==> src/rtl/seq_divider_8bit.sv <==
// Sequential unsigned restoring divider: one trial subtraction (A + ~B + 1) per clock.
// A division takes 9 clocks from an accepted start to the single-cycle done pulse.
module seq_divider_8bit #(
    parameter int unsigned WIDTH = 8
) (
    input  logic             clk,
    input  logic             rst_n,
    input  logic             start,
    input  logic [WIDTH-1:0] dividend,
    input  logic [WIDTH-1:0] divisor,
    output logic             busy,
    output logic             done,
    output logic [WIDTH-1:0] quotient,
    output logic [WIDTH-1:0] remainder,
    output logic             div_by_zero
);

    localparam int unsigned CntW = $clog2(WIDTH);
    localparam logic [CntW-1:0] LastStep = CntW'(WIDTH - 1);

    typedef enum logic [1:0] {StIdle, StRun, StFinish} state_t;

    state_t           state_q;
    logic [WIDTH-1:0] quo_q;
    logic [WIDTH:0]   rem_q;
    logic [WIDTH-1:0] den_q;
    logic [CntW-1:0]  cnt_q;
    logic             dz_q;

    logic [WIDTH:0]   rem_shift;
    logic [WIDTH+1:0] trial;
    logic             no_borrow;

    always_comb begin
        rem_shift = {rem_q[WIDTH-1:0], quo_q[WIDTH-1]};
        trial     = {1'b0, rem_shift} + {2'b01, ~den_q} + {{(WIDTH + 1){1'b0}}, 1'b1};
        no_borrow = trial[WIDTH+1];
    end

    always_ff @(posedge clk or negedge rst_n) begin
        if (!rst_n) begin
            state_q     <= StIdle;
            quo_q       <= '0;
            rem_q       <= '0;
            den_q       <= '0;
            cnt_q       <= '0;
            dz_q        <= 1'b0;
            busy        <= 1'b0;
            done        <= 1'b0;
            quotient    <= '0;
            remainder   <= '0;
            div_by_zero <= 1'b0;
        end else begin
            done <= 1'b0;
            unique case (state_q)
                StIdle: begin
                    // A start coinciding with the done pulse is not accepted.
                    if (start && !done) begin
                        quo_q   <= dividend;
                        rem_q   <= '0;
                        den_q   <= divisor;
                        cnt_q   <= '0;
                        busy    <= 1'b1;
                        dz_q    <= (divisor == '0);
                        state_q <= (divisor == '0) ? StFinish : StRun;
                    end
                end
                StRun: begin
                    rem_q <= no_borrow ? trial[WIDTH:0] : rem_shift;
                    quo_q <= {quo_q[WIDTH-2:0], no_borrow};
                    cnt_q <= cnt_q + 1'b1;
                    if (cnt_q == LastStep) state_q <= StFinish;
                end
                StFinish: begin
                    // Divide-by-zero waits one extra cycle here so done lands two clocks after start.
                    if (dz_q && cnt_q == '0) begin
                        cnt_q <= CntW'(1);
                    end else begin
                        done    <= 1'b1;
                        busy    <= 1'b0;
                        cnt_q   <= '0;
                        state_q <= StIdle;
                        if (dz_q) begin
                            quotient    <= '1;
                            remainder   <= quo_q;
                            div_by_zero <= 1'b1;
                        end else begin
                            quotient    <= quo_q;
                            remainder   <= rem_q[WIDTH-1:0];
                            div_by_zero <= 1'b0;
                        end
                    end
                end
                default: state_q <= StIdle;
            endcase
        end
    end

endmodule

==> config.mk <==
export PLATFORM = sky130hd
export DESIGN_NAME = seq_divider_8bit
export DESIGN_NICKNAME = d
export VERILOG_FILES = /design/src/rtl/seq_divider_8bit.sv
export SDC_FILE = /design/constraint.sdc
export NUM_CORES = 1
export LEC_CHECK = 0
export ABC_AREA = 1
export BUFFER_PORTS_ARGS = -buffer_cell sky130_fd_sc_hd__clkbuf_2
export CAP_MARGIN = 20
export CELL_PAD_IN_SITES_DETAIL_PLACEMENT = 0
export CELL_PAD_IN_SITES_GLOBAL_PLACEMENT = 1
export CORE_MARGIN = 5
export CORE_UTILIZATION = 45
export DETAILED_ROUTE_END_ITERATION = 12
export GPL_ROUTABILITY_DRIVEN = 0
export GPL_TIMING_DRIVEN = 0
export PLACE_DENSITY = 0.95
export SYNTH_ARGS = -nofsm -noshare
export SYNTH_HDL_FRONTEND = slang
export SYNTH_SLANG_ARGS = --single-unit
==> constraint.sdc <==
create_clock -name clk -period 3.83 [get_ports clk]
set_input_delay 0.766 -clock clk [delete_from_list [all_inputs] [get_ports clk]]
set_output_delay 0.766 -clock clk [all_outputs]
set_load 0.02 [all_outputs]
== Yosys cells after proc, flatten, opt, wreduce, memory -nomap -nowiden ==
Index checks and enable logic that the tools add are counted.

* Add/subtract/negate cells: 3
* Equality and inequality tests: 6
* Muxes and demuxes: 21
* Bitwise gates (word level): 2
* Reduce and logical (&&, ||, !) cells: 15

{| class="wikitable"
|+ Operators by type and width
! kind !! number
|-
| $mux 8 || 5
|-
| $pmux 8 s2 || 2
|-
| $add 10x1->10 const B || 1
|-
| $add 9x9->10 || 1
|-
| $pmux 3 s3 || 1
|-
| $logic_not 8->1 || 1
|-
| $mux 2 || 4
|-
| $not 8->8 || 1
|-
| $reduce_and 2->1 || 4
|-
| $mux 1 || 6
|-
| $ne 2x2->1 const B || 3
|-
| $pmux 2 s3 || 1
|-
| $reduce_and 3->1 || 2
|-
| $reduce_bool 2->1 || 2
|-
| $add 3x1->3 const B || 1
|-
| $eq 3x3->1 const B || 1
|-
| $logic_not 3->1 || 1
|-
| $mux 3 || 1
|-
| $reduce_bool 3->1 || 1
|-
| $eq 2x1->1 const B || 1
|-
| $eq 2x2->1 const B || 1
|-
| $logic_and 1x1->1 || 2
|-
| $logic_not 2->1 || 1
|-
| $pmux 1 s2 || 1
|-
| other kinds (2) || 2
|}

* Bits in registers: 49
* Input port bits: 19
* Output and inout port bits: 19
* Word-level logic and storage cells: 58

== Depth between registers and ports, before layout ==
Gate-level depths: netlist (run 1).

* Depth in word-level cells: 5
* Mapped depth: 12
* Gate-level depth less buffers: 11

== Least setup slack after synthesis (run 1) ==
Ideal clock, no wire load.

* Kind: flip-flop to flip-flop
* Start point: reg rem_q[2]
* End point: reg rem_q[2]
* Library setup time: 0.119 ns
* Arrival: 1.530 ns
* Data required time: 3.711 ns
* Path slack: 2.181 ns
* Stages on the path, launching flop included: 11
* Buffers on the path: 1
* Clock period less this slack: 1.649 ns
* Cells stage by stage: dfrtp_1 ha_1 nand2_1 inv_1 nand2_1 nand2_1 nand2_1 nand3_2 buf_6 nor2_1 o21ai_2

* Word-level cells in the longest chain between the ends: 4

{| class="wikitable"
|+ RTL lines
! element !! line !! source
|-
| start: declaration || 25 || <nowiki>logic [WIDTH:0] rem_q;</nowiki>
|-
| start signal: assignment || 69 || <nowiki>rem_q <= no_borrow ? trial[WIDTH:0] : rem_shift;</nowiki>
|-
| $add 9x9->10 || 36 || <nowiki>trial = {1'b0, rem_shift} + {2'b01, ~den_q} + {{(WIDTH + 1){1'b0}}, 1'b1};</nowiki>
|-
| $add 10x1->10 || 36 ||
|-
| $mux 8 || 69 ||
|-
| $pmux 8 s2 || 55 || <nowiki>unique case (state_q)</nowiki>
|}

No other way between the ends.
A chain may end at the register's enable or synchronous reset.

== Final worst setup path (run 1) ==
* Start point: reg rem_q[4]
* End point: reg rem_q[5]

* Word-level cells in the longest chain between the ends: 4

{| class="wikitable"
|+ RTL lines
! element !! line
|-
| $add 9x9->10 || 36
|-
| $add 10x1->10 || 36
|-
| $mux 8 * || 69
|-
| $pmux 8 s2 * || 55
|}

Mark *: on every way between the ends. The rest lies on a longest branch, timed or not.

==> flow_summary.yaml, run 1 <==
run_status:
  outcome: "completed"
sta:
  drv_slew: 0
  hold_viol: 0
  tns_ps: 0
  rsz0062_at_grt: "no"
  timing.final.crit_share_pct: 48.9
  setup_viol: 0
  period_needed_ps: 1870
  setup_ws_ps: 1960
  tightest_slew_ps: 638
  fin_skew_ps: 8.43
  fmax_ghz: 0.533
  slew_headroom_pct: 57.3
grt:
  grt_usage_pct: 16.6
  top_usage_layer: "met2"
  grt_pass1_vias: 2225
  grt_max_degree: 38
  overflow: 0
  grt_util_met2_pct: 25.7
  antenna_found_initial: 0
  met1_usage_pct: 23.7
  grt_first_pass_wirelength_um: 10100
  gr-usage-met3_pct: 3.03
worst_setup_path:
  path_class: "reg -> reg"
  cp.required_ps: 4030
  worstPathArrival_ps: 2070
  cpPeakStageDelay_ps: 430
  regToRegSetupSlack_ps: 1960
  critical_path.slowest_cell: "dfrtp_1"
  endpoint_kind: "register"
  critPathTopFamily: "simple AND/OR/NAND/NOR gates"
  ff2ff_path_depth: 9
  cp_cell_sequence: "ha_1 -> nand2_1 -> nor2_1 -> nand2_1 -> nand3_2 -> buf_6 -> nand3_1 -> nand3_1 -> nand2_1"
  r2r-start: "rem_q[4]"
  r2r-end: "rem_q[5]"
  crit_top_cell: "nand2_1"
  cp_max_fo: 10
  startpoint_type: "register"
  critical_path_buf_inv_count: 1
route:
  finalWirelength_um: 5780
  wl_per_cell_um: 12.7
  drtIter0Drc: 117
  via_per_inst: 4.98
  drt_first_pass_iters: 4
  vias: 2276
  route.detailed.drc: 0
  postRouteAntennaNets: 0
die:
  start_util_pct: 45.7
  core-area_um2: 5850
  rows: 28
  pin_count: 38
  die_x_um: 87.1
  die_area_um2: 7580
  die_h_um: 87.1
logic_synthesis:
  ys_ff_latch: 49
  synthesis.instances: 336
  synth-main-ff-cell: "dfrtp_1"
  synth_top_area_cell: "dfrtp_1"
  ys_async_sr_fraction_pct: 100
  ys_warn_count: 0
  synth.avg_cell_area_um2: 7.96
  synth_nets: 371
  ys_types: 27
  synthTopCellsByArea: "dfrtp_1, nand2_1, ha_1"
  synth-seq-area-share_pct: 45.9
  synth_top_area_share_pct: 45.9
  synth_edf_count: 0
  synth_area_um2: 2670
cts:
  cts_buffer_depth: 2
  cts.clk_slew.worst_paths_ps: 100
  clock_latency_ps: 310
  cts_tree: "yes"
  cts.sinks: 49
  cts_buffers: 5
  holdBufCountCts: 0
  cts_setup_buffers: 0
  cts-resized-gates: 0
  htree_levels: 2
  cts-root-buf: "clkbuf_8"
final_layout:
  drive_gt1_share_pct: 15.7
  final_cell_mix: "nand2_1, dfrtp_1, inv_1"
  n_fill_cell: 569
  diodes: 0
  nets: 416
  seqCellArea_um2: 1230
  layout_commonest_cell: "nand2_1"
  multi_input_area_um2: 1210
  area_growth_pct: 16.2
min_path:
  holdCritPathClass: "in -> async"
power_and_ir_drop:
  irDropWorstVdd_uv: 490
  power_density_nw_per_um2: 889
  p_leak_uw: 0.00158
placed_design:
  dpl.hpwl_um: 4540
  numPortBuffers: 37
  detailedPlace.worstSlack_ps: 1860
flow_run:
  max_cap_violations: 0
## through the flow
step | hold slack (ps) | cells | utilization, % | instance area, um2 | total power [uW]
after floorplan | 446 | 336 | - | 2670 | 1950
after global placement | 469 | 448 | 50.5 | 2950 | 2310
after detailed placement | 473 | 449 | 50.8 | 2970 | 2350
after CTS | 347 | 457 | 53.1 | 3110 | 2780
after global routing | 356 | 457 | 53.1 | 3110 | 3040
final | 337 | 457 | 53.1 | 3110 | 2760
## per-layer routing
metal	routed length (um)	share of wire, %	up-vias
li1	-	-	1175
met1	2840	49	1045
met2	2630	45	49
met3	247	4.3	7
met4	73	1.3	0
met5	0	0	-
## flip-flops by register name (all words and copies together), names as in the netlist
| name | flops |
|---|---|
| div_by_zero | 1 |
| den_q | 8 |
| quotient | 8 |
| done | 1 |
| dz_q | 1 |
| remainder | 8 |
| busy | 1 |
| cnt_q | 3 |
| state_q | 2 |
| rem_q | 8 |
| quo_q | 8 |
## kinds of logic after synthesis
family	Yosys count	share of synthesized area [%]
buffers and inverters	59	8.70
flip-flops	49	45.9
XOR/XNOR	3	0.983
AO/OA/AOI/OAI	61	13.4
adder cells (fa/ha/maj)	16	7.77
AND/OR/NAND/NOR	148	23.3
## final cells by class
cell class / instances / area share (%)
Buffer: 8 / 1.33
Tap cell: 75 / 3.02
Clock inverter: 3 / 2.09
Clock buffer: 5 / 2.22
Multi-Input combinational cell: 228 / 39.1
Sequential cell: 49 / 39.5
Inverter: 51 / 6.16
Timing Repair Buffer: 38 / 6.60
## worst reg2reg max path: cells and delay by family, from the launching register on
family                     cells  cell delay [ps]
and+or+nand+nor                7              820
adders and majority gates      1              370
DFF                            1              430
buffers and inverters          1              150
## how the worst max path moves through the flow
stage,start,endpoint,slack [ps],cells after the start
after floorplan,rem_q[2],rem_q[2],2180,10
after global placement,start,quo_q[7],1880,8
after detailed placement,start,quo_q[7],1860,8
after CTS,rem_q[4],rem_q[5],1940,9
after global routing,rem_q[2],rem_q[5],1770,9
final,rem_q[4],rem_q[5],1960,9
## cells in the mapped netlist (2+ instances only)
| master | instances |
|---|---|
| a21oi_1 | 15 |
| a31oi_1 | 8 |
| buf_2 | 3 |
| clkbuf_1 | 3 |
| clkinv_1 | 2 |
| dfrtp_1 | 49 |
| ha_1 | 15 |
| inv_1 | 48 |
| nand2_1 | 84 |
| nand3_1 | 16 |
| nand3_2 | 2 |
| nand4_1 | 8 |
| nor2_1 | 35 |
| o211ai_1 | 8 |
| o21ai_0 | 22 |
| o21ai_1 | 3 |
| o21ai_2 | 3 |
| xor2_1 | 3 |
## report_power, final
group | internal [uW] | switching [uW]
registers | 740 | 130
clock network | 259 | 177
logic | 512 | 944
No activity file was read; power rests on OpenSTA's default activity.
==> run 2, diff against run 1 <==
CORE_UTILIZATION = 38   (was 45)
PLACE_DENSITY = 0.86   (was 0.95)
clock period = 1.7 ns   (was 3.83 ns; I/O delays follow)
==> run 2 against run 1 <==
Net effect: sequential power rose by 130%; global-route usage is 1.3 points lower; total power rose to 2.6 times the previous value; via count is 7.8% higher; maximum frequency rose by 14%; worst setup slack got worse by 1900 ps.
==> flow_summary.yaml, run 2 (synthesized netlist as in run 1, its figures left out) <==
grt:
  antenna_found_initial: 0
  grt_max_degree: 28
  grt_pass1_vias: 2427
  overflow: 0
  grt_usage_pct: 15.4
  grt_first_pass_wirelength_um: 11000
sta:
  tns_ps: 0
  setup_viol: 0
  hold_ws_ps: 30.0
  slew_headroom_pct: 60.3
  tightest_slew_ps: 596
  period_needed_ps: 1640
  fin_skew_ps: 3.25
  fmax_ghz: 0.610
  drv_slew: 0
  rsz0062_at_grt: "yes"
  hold_viol: 0
  timing.final.crit_share_pct: 96.4
final_layout:
  area_growth_pct: 33.2
  n_fill_cell: 680
  drive_gt1_share_pct: 33.7
  layout_commonest_cell: "nand2_1"
  nets: 443
  diodes: 0
  final_cell_mix: "nand2_1, dfrtp_1, inv_1"
flow_run:
  max_cap_violations: 0
worst_setup_path:
  worstPathArrival_ps: 1830
  startpoint_type: "register"
  endpoint_kind: "register"
  r2r-start: "rem_q[4]"
  cp.required_ps: 1890
  cp-startpoint: "rem_q[4]"
  cp_max_fo: 5
  path_class: "reg -> reg"
route:
  postRouteAntennaNets: 0
  route.detailed.drc: 0
  vias: 2453
  wl_per_cell_um: 13.4
  drt_first_pass_iters: 4
  drtIter0Drc: 128
  finalWirelength_um: 6760
  via_per_inst: 4.86
power_and_ir_drop:
  finalPower_uw: 7190
  power_density_nw_per_um2: 2020
  p_leak_uw: 0.00172
  p_comb_share_pct: 60.4
  internal_power_uw: 3880
  power_frac_seq_pct: 27.7
  irDropWorstVdd_uv: 1030
  clkPwrFrac_pct: 11.9
  p_switching_uw: 3300
  p_sw_share_pct: 46.0
die:
  pin_count: 38
  die_area_um2: 8810
  rows: 30
  die_h_um: 93.9
  die_x_um: 93.9
  core-area_um2: 6830
  start_util_pct: 39.1
cts:
  cts.sinks: 49
  clock_latency_ps: 300
  cts_buffers: 5
  cts-root-buf: "clkbuf_8"
  htree_levels: 2
  cts_tree: "yes"
  cts_buffer_depth: 2
  cts.clk_slew.worst_paths_ps: 80
run_status:
  outcome: "completed"
placed_design:
  numPortBuffers: 37
  dpl.hpwl_um: 4800
min_path:
  holdCritPathClass: "in -> async"
run 2: cell types whose count changed in the layout (fill, tap and decap cells not counted), moves of 8 or more:
| cell | delta |
|---|---|
| nand2_1 | -11 |
| ha_1 | -8 |
| nand2_2 | +9 |
| inv_1 | -9 |
| nand3_1 | -9 |
| buf_4 | +27 |
| inv_2 | +9 |
run 2: final timing paths:
check / slack (ps) / endpoint / depth (start not counted)
max: 60 / rem_q[6] / 9
min: 30 / div_by_zero / 1
max reg2reg: 60 / rem_q[6] / 9
min reg2reg: 520 / div_by_zero / 2
max in group asynchronous: 1110 / rem_q[0] / 2
min in group clk: 260 / den_q[7] / 3
run 2: area by class of cell:
cell class                      instances  area [um2]  share of cell area, %
Clock inverter                          1        30.0                  0.843
Multi-Input combinational cell        228        1440                   40.4
Inverter                               51         195                   5.48
Sequential cell                        49        1230                   34.6
Timing Repair Buffer                   65         408                   11.5
Buffer                                  8        50.0                   1.40
Clock buffer                            7        86.3                   2.42
Tap cell                               96         120                   3.37
run 2: what timing repair did:
| action | CTS | global route |
|---|---|---|
| setup buffers | 6 | 20 |
| cloned | 0 | 1 |
| gates resized for setup | 17 | 50 |
| pin swaps | 4 | 14 |
| endpoints found under the setup margin | 37 | 46 |
| hold buffers | 0 | 0 |
run 2: critical path: stages (launching register included):
cell and delay (ps):
dfrtp_2 440, ha_4 300, nand2_2 90, nor2_4 170, nand3_4 110, nand3_4 110, buf_6 140, nand3_2 70
nand3_2 60, nand2_1 50
run 2: power by group through the flow:
stage	combinational, uW	sequential [uW]	clock (uW)
after global placement	3240	1980	0
final	4340	1990	853
after global routing	4840	2050	922
after detailed placement	3300	2000	0
after floorplan	2210	2180	0
after CTS	3600	1980	873
run 2: stage by stage:
stage	util, %	instances	setup slack (ps)	area, um2
floorplan	-	336	51.1	2670
global placement	43.6	469	-210	2980
detailed placement	43.9	470	-177	3000
CTS	47.8	484	0.0193	3270
global route	52.1	505	-56.3	3560
finish	52.1	505	60.8	3560
run 2: per-layer routing:
layer / up-vias / wire, um / track usage [%] / share of wire, %
li1: 1221 / - / - / -
met1: 1180 / 3060 / 20.2 / 45
met2: 45 / 3380 / 25.8 / 50
met3: 7 / 254 / 3.13 / 3.8
met4: 0 / 63 / 3.85 / 0.93
met5: - / 0 / 0 / 0
